<file path="src/rtl/adder_arbiter.sv">
// ---------------------------------------------------------------------------
// adder_arbiter
//   Shares one external WIDTH-bit adder (carry-in tied 0) among NREQ
//   requesters. A round-robin search picks one valid requester per operation.
//   Its operands are registered onto add_a/add_b. The adder's sum/carry are
//   captured one cycle later. The result is then held on rsp_* until the
//   consumer takes it.
//
//   Operation sequence: IDLE (accept) -> ADD (adder settles) -> RESP (hold).
//   This takes at least 3 cycles per operation.
//
// Parameters
//   WIDTH      operand / sum width (must match the adder instance)
//   NREQ       number of requesters, 2..8
//
// Ports
//   clk        rising-edge clock
//   rst        synchronous active-high reset
//   req_valid  per-requester operand-pair valid
//   req_ready  one-hot accept strobe (combinational, IDLE only)
//   req_a/b    packed operands, requester i at [i*WIDTH +: WIDTH]
//   add_a/b    registered operands to the shared adder
//   add_sum    adder sum (combinational from add_a/add_b)
//   add_carry  adder carry-out
//   rsp_valid  result available
//   rsp_ready  consumer takes result
//   rsp_id     index of requester owning the result
//   rsp_sum    captured sum
//   rsp_carry  captured carry-out
//   ovf_count  (only with ADDARB_OVF_CNT_EN) saturating count of ADD cycles
//              that saw add_carry=1
//
// Optional feature macro: ADDARB_OVF_CNT_EN
// ---------------------------------------------------------------------------
module adder_arbiter #(
    parameter int WIDTH = 4,
    parameter int NREQ  = 4
) (
    input  logic                          clk,
    input  logic                          rst,
    input  logic [NREQ-1:0]               req_valid,
    output logic [NREQ-1:0]               req_ready,
    input  logic [NREQ*WIDTH-1:0]         req_a,
    input  logic [NREQ*WIDTH-1:0]         req_b,
    output logic [WIDTH-1:0]              add_a,
    output logic [WIDTH-1:0]              add_b,
    input  logic [WIDTH-1:0]              add_sum,
    input  logic                          add_carry,
    output logic                          rsp_valid,
    input  logic                          rsp_ready,
    output logic [$clog2(NREQ)-1:0]       rsp_id,
    output logic [WIDTH-1:0]              rsp_sum,
`ifdef ADDARB_OVF_CNT_EN
    output logic                          rsp_carry,
    output logic [7:0]                    ovf_count
`else
    output logic                          rsp_carry
`endif
);

    localparam int IDW = $clog2(NREQ);

    typedef enum logic [1:0] {
        S_IDLE = 2'd0,
        S_ADD  = 2'd1,
        S_RESP = 2'd2
    } state_t;

    state_t           state_q, state_d;
    logic [IDW-1:0]   ptr_q, ptr_d;
    logic [WIDTH-1:0] add_a_q, add_a_d;
    logic [WIDTH-1:0] add_b_q, add_b_d;
    logic [IDW-1:0]   rsp_id_q, rsp_id_d;
    logic [WIDTH-1:0] rsp_sum_q, rsp_sum_d;
    logic             rsp_carry_q, rsp_carry_d;

    logic             gnt_found;
    logic [IDW-1:0]   gnt_idx;

    // Round-robin search: the first valid index after the last grant, wrapping.
    // Offset NREQ lands back on ptr itself, so a lone requester can win again.
    always_comb begin
        logic [IDW-1:0] idx;
        gnt_found = 1'b0;
        gnt_idx   = '0;
        idx       = '0;
        for (int k = 1; k <= NREQ; k++) begin
            idx = IDW'((int'(ptr_q) + k) % NREQ);
            if (!gnt_found && req_valid[idx]) begin
                gnt_found = 1'b1;
                gnt_idx   = idx;
            end
        end
    end

    // Next-state and outputs
    always_comb begin
        state_d     = state_q;
        ptr_d       = ptr_q;
        add_a_d     = add_a_q;
        add_b_d     = add_b_q;
        rsp_id_d    = rsp_id_q;
        rsp_sum_d   = rsp_sum_q;
        rsp_carry_d = rsp_carry_q;
        req_ready   = '0;

        case (state_q)
            S_IDLE: begin
                if (gnt_found) begin
                    // Suppress the accept strobe while reset is asserted. The
                    // registers will not take the pair in that cycle.
                    req_ready = rst ? '0 : (NREQ'(1) << gnt_idx);
                    add_a_d   = req_a[int'(gnt_idx)*WIDTH +: WIDTH];
                    add_b_d   = req_b[int'(gnt_idx)*WIDTH +: WIDTH];
                    rsp_id_d  = gnt_idx;
                    ptr_d     = gnt_idx;
                    state_d   = S_ADD;
                end
            end
            S_ADD: begin
                rsp_sum_d   = add_sum;
                rsp_carry_d = add_carry;
                state_d     = S_RESP;
            end
            S_RESP: begin
                if (rsp_ready) begin
                    state_d = S_IDLE;
                end
            end
            default: begin
                state_d = S_IDLE;
            end
        endcase
    end

    always_ff @(posedge clk) begin
        if (rst) begin
            state_q     <= S_IDLE;
            ptr_q       <= IDW'(NREQ - 1);
            add_a_q     <= '0;
            add_b_q     <= '0;
            rsp_id_q    <= '0;
            rsp_sum_q   <= '0;
            rsp_carry_q <= 1'b0;
        end else begin
            state_q     <= state_d;
            ptr_q       <= ptr_d;
            add_a_q     <= add_a_d;
            add_b_q     <= add_b_d;
            rsp_id_q    <= rsp_id_d;
            rsp_sum_q   <= rsp_sum_d;
            rsp_carry_q <= rsp_carry_d;
        end
    end

`ifdef ADDARB_OVF_CNT_EN
    logic [7:0] ovf_cnt_q, ovf_cnt_d;

    // Saturating count of additions that produced a carry-out
    always_comb begin
        ovf_cnt_d = ovf_cnt_q;
        if (state_q == S_ADD && add_carry && ovf_cnt_q != 8'hFF) begin
            ovf_cnt_d = ovf_cnt_q + 8'd1;
        end
    end

    always_ff @(posedge clk) begin
        if (rst) begin
            ovf_cnt_q <= '0;
        end else begin
            ovf_cnt_q <= ovf_cnt_d;
        end
    end

    assign ovf_count = ovf_cnt_q;
`endif

    assign add_a     = add_a_q;
    assign add_b     = add_b_q;
    assign rsp_valid = (state_q == S_RESP);
    assign rsp_id    = rsp_id_q;
    assign rsp_sum   = rsp_sum_q;
    assign rsp_carry = rsp_carry_q;

endmodule
</file>
<file path="config.mk">
export PLATFORM = sky130hd
export DESIGN_NAME = adder_arbiter
export DESIGN_NICKNAME = d
export VERILOG_FILES = /design/src/rtl/adder_arbiter.sv
export SDC_FILE = /design/constraint.sdc
export NUM_CORES = 1
export LEC_CHECK = 0
export CORE_UTILIZATION = 41
export CTS_BUF_LIST = sky130_fd_sc_hd__clkbuf_8
export CTS_CLUSTER_DIAMETER = 40
export DETAILED_ROUTE_END_ITERATION = 16
export MAX_ROUTING_LAYER = met4
export PLACE_DENSITY = 0.89
export SETUP_SLACK_MARGIN = 0.15
export SLEW_MARGIN = 5
export SYNTH_ARGS = -nofsm -noshare
export SYNTH_HDL_FRONTEND = slang
export SYNTH_SLANG_ARGS = --single-unit
</file>
<file path="constraint.sdc">
create_clock -name clk -period 4.05 [get_ports clk]
set_clock_uncertainty 0.15 [all_clocks]
set_input_delay 0.81 -clock clk [delete_from_list [all_inputs] [get_ports clk]]
set_output_delay 0.81 -clock clk [all_outputs]
set_load 0.005 [all_outputs]
</file>
==> qor.txt, run 1 <==
Worst skew pair latency: 0.26 ns
Layout cells sized above 1: 0.130
Pint: 418 uW
Tot Pwr: 588 uW
Max clock buf depth: 2
Post-Route Setup TNS: 0 ns
Via count: 1212
Fin Hold WS: 0.332 ns
H-tree levels: 1
Clock sink total: 19
Post-Synth XOR/XNOR Area: 0
Setup crit end kind: output port
R2R Path Start: ptr_q[0]$_SDFFE_PP1P_
Final Non-Filler Cells: 213
CP Class: in2out
Number of max-cap violations: 0
Worst Path Buf+Inv: 2
Final Hold Fails: 0
Hold Path Class: reg2reg
First-pass GRT wire length: 4860 um
Crit-path slowest cell: clkdlybuf4s50_1
Top-Level Pins: 64
Post-Syn Nets: 162
Vias in the first global route: 1145
Die X: 52.6 um
Register bit total from synthesis: 19
RSZ-0062 raised after global routing: false
Initial DRC Count: 30
Post-synthesis mux area share: 0.133
FP Rows: 17
Sw Share: 0.289
Switching power: 170 uW
Die height: 52.6 um
Fin nets: 230
Largest family of logic cells by synthesized area: compound AO/OA/AOI/OAI gates
Outcome: finished, final reports clean
Critical Path Source Type: input pin
Crit path DAT: 2.84 ns
Synth Area in Compound Gates: 0.246
Gr ovfl total: 0
Area grow syn2layout: 70.4%
Drt drc: 0
Max Clk Rate: 264 MHz
Initial core utilization: 0.453
VDD IR-drop max: 0.284 mV
Worst Path Required: 3.09 ns
Top cell by count, worst path: clkdlybuf4s50_1
Core ar.: 2320 um^2
Slew Limit Headroom: 0.592
Sequential area share after synthesis: 0.362
Die area: 2770 um^2
Synth unique cells: 30
Clock power share: 0.220
Sequential power share: 0.391
Total routed wirelength: 3100 um
CTS root buffer: clkbuf_8
Crit-path max FO: 6
Post-route ant nets: 0
Via density: 5.69
Critical path cell sequence: clkdlybuf4s50_1 > nor2b_1 > or2_2 > and2_1 > nor4_1 > clkdlybuf4s50_1
Hold Path Origin: rsp_id[1]$_SDFFE_PP0P_
Total Routing Usage GR: 0.242
Clk slew on worst S/H paths: 0.07 ns
Syn Inst Count: 118
Warnings, synthesis: 0
# setup viols final: 0
DP Wirelength: 2400 um
Drt wl/cell: 14.6 um
Drt pass-1 iters: 4
Comb pwr share: 0.389
Num CTS Buffers: 3
Pins over their slew limit: 0
Post-Synth Simple-Gate Area: 0.229
Delay-heaviest family, CP: buffers and inverters
Final min period: 3.80 ns
Largest net degree at the start of global routing: 15
Critical Path Source: req_valid[3]
Critical Path Max Stage Delay: 0.55 ns
Inserted Diodes: 0
Slew @ Worst Pin: 0.610 ns
RD Place Congestion: 0.778
Port Buffer Count: 63
CTS hold repair buffers: 0
Lkg Pwr: 0.698 nW
Fin crit share: 0.937
Initial antenna violation count: 0
Avg Cell Area, Syn: 8.90 um^2
TritonCTS clock tree: done
Pwr dens: 329 nW/um^2
Cell Area, Synth: 1050 um^2
Post-synthesis adder-cell area fraction: 0
Cell count after placement: 209
## metrics by stage
stage,utilization,cell area (um^2),setup WS [ns]
global placement,0.749,1740,0.335
finish,0.772,1790,0.255
CTS,0.768,1780,0.221
detailed placement,0.749,1740,0.249
global route,0.772,1790,0.172
floorplan,-,1050,1.27
## kinds of logic (layout without fill, tap and decap cells)
| group | after synthesis | after routing |
|---|---|---|
| AND/OR/NAND/NOR | 43 | 43 |
| multiplexers | 13 | 13 |
| buffers and inverters | 7 | 74 |
| flip-flops | 19 | 19 |
| AO/OA/AOI/OAI | 36 | 36 |
## synth_stat cells
master	instances	area (um^2)
dfxtp_1	19	380
nor2_1	12	45.0
a21oi_1	11	55.1
a221o_1	8	80.1
mux2_2	8	90.1
nand4_1	8	50.1
o31ai_1	8	60.1
mux2i_1	5	50.1
clkbuf_1	4	15.0
nand2b_1	4	25.0
nor4_1	4	25.0
nand2_1	3	11.3
nor2b_1	3	18.8
nand3_1	2	10.0
nor3_1	2	10.0
o21a_1	2	15.0
o21ai_1	2	10.0
a21o_1	1	7.51
a21oi_2	1	8.76
and2_1	1	6.26
buf_1	1	3.75
buf_2	1	5.00
buf_4	1	7.51
nor3_2	1	10.0
nor3_4	1	16.3
o21ai_0	1	5.00
o21bai_1	1	7.51
o22a_1	1	8.76
or2_2	1	6.26
or3_1	1	6.26
## tightest hold or removal path, stage by stage, from the launching register on
cell	delay [ns]
dfxtp_1	0.32
nand2_1	0.06
a21oi_1	0.06
## layer usage
layer | wire length (um) | track usage | up-vias
met2 | 1370 | 0.430 | 71
met4 | 52 | 0.0658 | 0
met1 | 1340 | 0.274 | 546
met3 | 345 | 0.0464 | 6
li1 | - | - | 589
met5 | 0 | - | -
## cell usage in the layout (no fill, tap or decap)
cell type / n
nor3_2: 1
nor4_2: 1
a21o_2: 1
nand3_1: 2
nor3_1: 2
nand2b_1: 4
o21ai_0: 1
a21oi_1: 11
nand4_1: 8
and2_1: 1
a221o_1: 8
nor2_1: 12
nor2b_1: 3
o31ai_1: 8
mux2_2: 8
inv_1: 1
o21a_1: 2
dfxtp_1: 19
nor4_1: 3
o21ai_1: 2
o22a_1: 1
mux2i_1: 5
a21oi_2: 1
buf_4: 7
nand2_1: 3
clkdlybuf4s50_1: 63
nor3_4: 1
o21bai_1: 1
or2_2: 1
or3_1: 1
clkbuf_8: 3
## worst paths after layout
path / slack [ns] / cells after the start / to
setup / recovery: 0.25 / 6 / req_ready[1]
hold / removal: 0.33 / 2 / rsp_id[1]$_SDFFE_PP0P_
setup reg to reg: 1.99 / 6 / add_a[2]$_SDFFE_PP0P_
hold reg to reg: 0.33 / 2 / rsp_id[1]$_SDFFE_PP0P_
## repair_timing
item | 4_1_cts | 5_1_grt
buffers inserted | 0 | 0
endpoints found under the hold margin | 0 | 0
endpoints found under the setup margin | 0 | 1
resized for setup | 0 | 2
## state kept, by name, summed over array words and instances (netlist names)
name / flops
rsp_id: 2
add_b: 4
rsp_sum: 4
ptr_q: 2
state_q: 2
add_a: 4
rsp_carry: 1
## power groups by stage
| stage | registers [mW] | clock network (mW) | logic (mW) |
|---|---|---|---|
| after floorplan | 0.231 | 0 | 0.109 |
| after global routing | 0.233 | 0.141 | 0.247 |
| after global placement | 0.232 | 0 | 0.220 |
| after detailed placement | 0.234 | 0 | 0.225 |
| after CTS | 0.230 | 0.132 | 0.227 |
| final | 0.230 | 0.130 | 0.229 |
## final cells by class
class | count | area (um^2)
Clock buffer | 3 | 41.3
Clock inverter | 1 | 3.75
Fill cell | 168 | 529
Multi-Input combinational cell | 92 | 646
Sequential cell | 19 | 380
Tap cell | 28 | 35.0
Timing Repair Buffer | 70 | 683
No activity file was read; power rests on OpenSTA's default activity.
==> inputs of run 2 (changes only) <==
--- a/config.mk
+++ b/config.mk
@@ -10,7 +10,7 @@
 export CTS_CLUSTER_DIAMETER = 40
 export DETAILED_ROUTE_END_ITERATION = 16
 export MAX_ROUTING_LAYER = met4
-export PLACE_DENSITY = 0.89
+export PLACE_DENSITY = 0.87
 export SETUP_SLACK_MARGIN = 0.15
 export SLEW_MARGIN = 5
 export SYNTH_ARGS = -nofsm -noshare
==> run 2 against run 1 <==
  * Cell area grew 0.14%
  * Register-to-register slack gained 0.04 ns
  * Via count grew 0.50%
  * Count of clock-buffer cells in the layout is the same
  * Hold slack gained 0.0053 ns
  * Sequential power is essentially flat
  * Highest routed layer unchanged
==> qor.txt, run 2 (synthesis gave the netlist of run 1 again) <==
Drt pass-1 iters: 4 (unchanged)
Worst skew pair latency: 0.25 ns (about the same)
Top-Level Pins: 64 (unchanged)
Clock power share: 0.221 (about the same)
Worst Path Required: 3.09 ns (about the same)
Worst setup margin: 0.220 ns (-0.0353 ns)
Crit path DAT: 2.87 ns (+0.03 ns)
# setup viols final: 0 (unchanged)
Num CTS Buffers: 3 (unchanged)
Pint: 418 uW (-0.10%)
Slew Limit Headroom: 0.593 (+0.00134)
Final min period: 3.83 ns (+0.0353 ns)
Total Routing Usage GR: 0.252 (+0.0103)
Via density: 5.72 (+0.50%)
H-tree levels: 1 (unchanged)
Gr ovfl total: 0 (unchanged)
Area grow syn2layout: 70.7%
Lkg Pwr: 0.715 nW (+2.5%)
Largest net degree at the start of global routing: 15 (unchanged)
Post-route ant nets: 0 (unchanged)
Comb pwr share: 0.389 (about the same)
Inserted Diodes: 0 (unchanged)
Tot Pwr: 589 uW (about the same)
Outcome: finished, final reports clean
Die X: 52.6 um (unchanged)
Sw Share: 0.291 (+0.00134)
Clk slew on worst S/H paths: 0.08 ns (about the same)
Drt wl/cell: 15.5 um (+6.5%)
RSZ-0062 raised after global routing: true
Core ar.: 2320 um^2 (unchanged)
Drt drc: 0 (unchanged)
Post-Route Setup TNS: 0 ns (unchanged)
Switching power: 171 uW (+0.55%)
# resized after CTS: 0 (unchanged)
Sequential power share: 0.390 (about the same)
Hold Path Class: reg2reg
VDD IR-drop max: 0.359 mV (+26%)
Number of max-cap violations: 0 (unchanged)
Fin crit share: 0.946 (+0.00872)
Pre-CTS WS: 0.222 ns (-0.0269 ns)
Layout cells sized above 1: 0.130 (unchanged)
Final Hold Fails: 0 (unchanged)
Most frequent cells in the layout: clkdlybuf4s50_1, dfxtp_1, nor2_1, a21oi_1
TritonCTS clock tree: done
CP Class: in2out
Clock sink total: 19 (unchanged)
Max Clk Rate: 261 MHz (-0.92%)
Crit-path max FO: 6 (unchanged)
Filler cells: 164 (-2.4%)
Via count: 1218 (+0.50%)
Postcts setup bufs: 0 (unchanged)
Total routed wirelength: 3310 um (+6.5%)
CTS hold repair buffers: 0 (unchanged)
Commonest non-fill, non-tap cell in the layout: clkdlybuf4s50_1
Initial DRC Count: 17 (-43%)
Vias in the first global route: 1200 (+4.8%)
Fin nets: 230 (unchanged)
CTS root buffer: clkbuf_8
Slew @ Worst Pin: 0.608 ns (-0.00201 ns)
DP Wirelength: 2510 um (+4.8%)
Pwr dens: 329 nW/um^2 (about the same)
FP Rows: 17 (unchanged)
Die area: 2770 um^2 (unchanged)
RD Place Congestion: 0.782 (+0.54%)
Max clock buf depth: 2 (unchanged)
Die height: 52.6 um (unchanged)
Critical Path Source Type: input pin
First-pass GRT wire length: 5050 um (+4.0%)
Initial core utilization: 0.453 (unchanged)
Initial antenna violation count: 0 (unchanged)
Port Buffer Count: 63 (unchanged)
Setup crit end kind: output port
Pins over their slew limit: 0 (unchanged)
[run 2: power by group through the flow]
stage	Combinational [mW]	Clock [mW]	Sequential [mW]
global route	0.246	0.143	0.234
floorplan	0.109	0	0.231
detailed placement	0.226	0	0.234
CTS	0.228	0.131	0.230
finish	0.229	0.130	0.230
global placement	0.220	0	0.232
[run 2: worst max-delay path, cell delays in order]
cell,delay (ns)
clkdlybuf4s50_1,0.52
nor2b_1,0.22
or2_2,0.31
and2_1,0.20
nor4_2,0.26
clkdlybuf4s50_1,0.57
[run 2: final timing paths]
path                                        startpoint                     end  slack, ns  depth (start not counted)
worst min register to register  rsp_id[1]$_SDFFE_PP0P_  rsp_id[1]$_SDFFE_PP0P_       0.34                          2
worst max-delay path                      req_valid[3]            req_ready[0]       0.22                          6
worst min-delay path            rsp_id[1]$_SDFFE_PP0P_  rsp_id[1]$_SDFFE_PP0P_       0.34                          2
worst max register to register   ptr_q[0]$_SDFFE_PP1P_   add_a[2]$_SDFFE_PP0P_       2.03                          6
[run 2: metal layers]
layer	wire [um]	vias to the layer above	track usage
met5	0	-	-
met4	80	0	0.0965
met3	340	8	0.0609
met2	1510	75	0.447
met1	1370	539	0.268
li1	-	596	-
[run 2: cell type report]
cell class | instances | area (um^2) | share of cell area
Clock buffer | 3 | 41.3 | 0.0230
Clock inverter | 1 | 3.75 | 0.00209
Multi-Input combinational cell | 92 | 646 | 0.360
Sequential cell | 19 | 380 | 0.212
Tap cell | 28 | 35.0 | 0.0196
Timing Repair Buffer | 70 | 686 | 0.383
[run 2: metrics by stage]
stage / hold WS, ns / utilization / cells / cell area (um^2)
2_1_floorplan: 0.303 / - / 118 / 1050
4_1_cts: 0.342 / 0.768 / 213 / 1780
6_report: 0.338 / 0.773 / 213 / 1790
5_1_grt: 0.355 / 0.773 / 213 / 1790
3_3_place_gp: 0.298 / 0.749 / 209 / 1740
3_5_place_dp: 0.324 / 0.749 / 209 / 1740
==> inputs of run 3 (changes only) <==
--- a/config.mk
+++ b/config.mk
@@ -12,6 +12,7 @@
 export MAX_ROUTING_LAYER = met4
 export PLACE_DENSITY = 0.87
 export SETUP_SLACK_MARGIN = 0.15
+export SKIP_CTS_REPAIR_TIMING = 1
 export SLEW_MARGIN = 5
 export SYNTH_ARGS = -nofsm -noshare
 export SYNTH_HDL_FRONTEND = slang
==> results of run 3 <==
The final DEF is identical to that of run 2; final timing and power are the same.
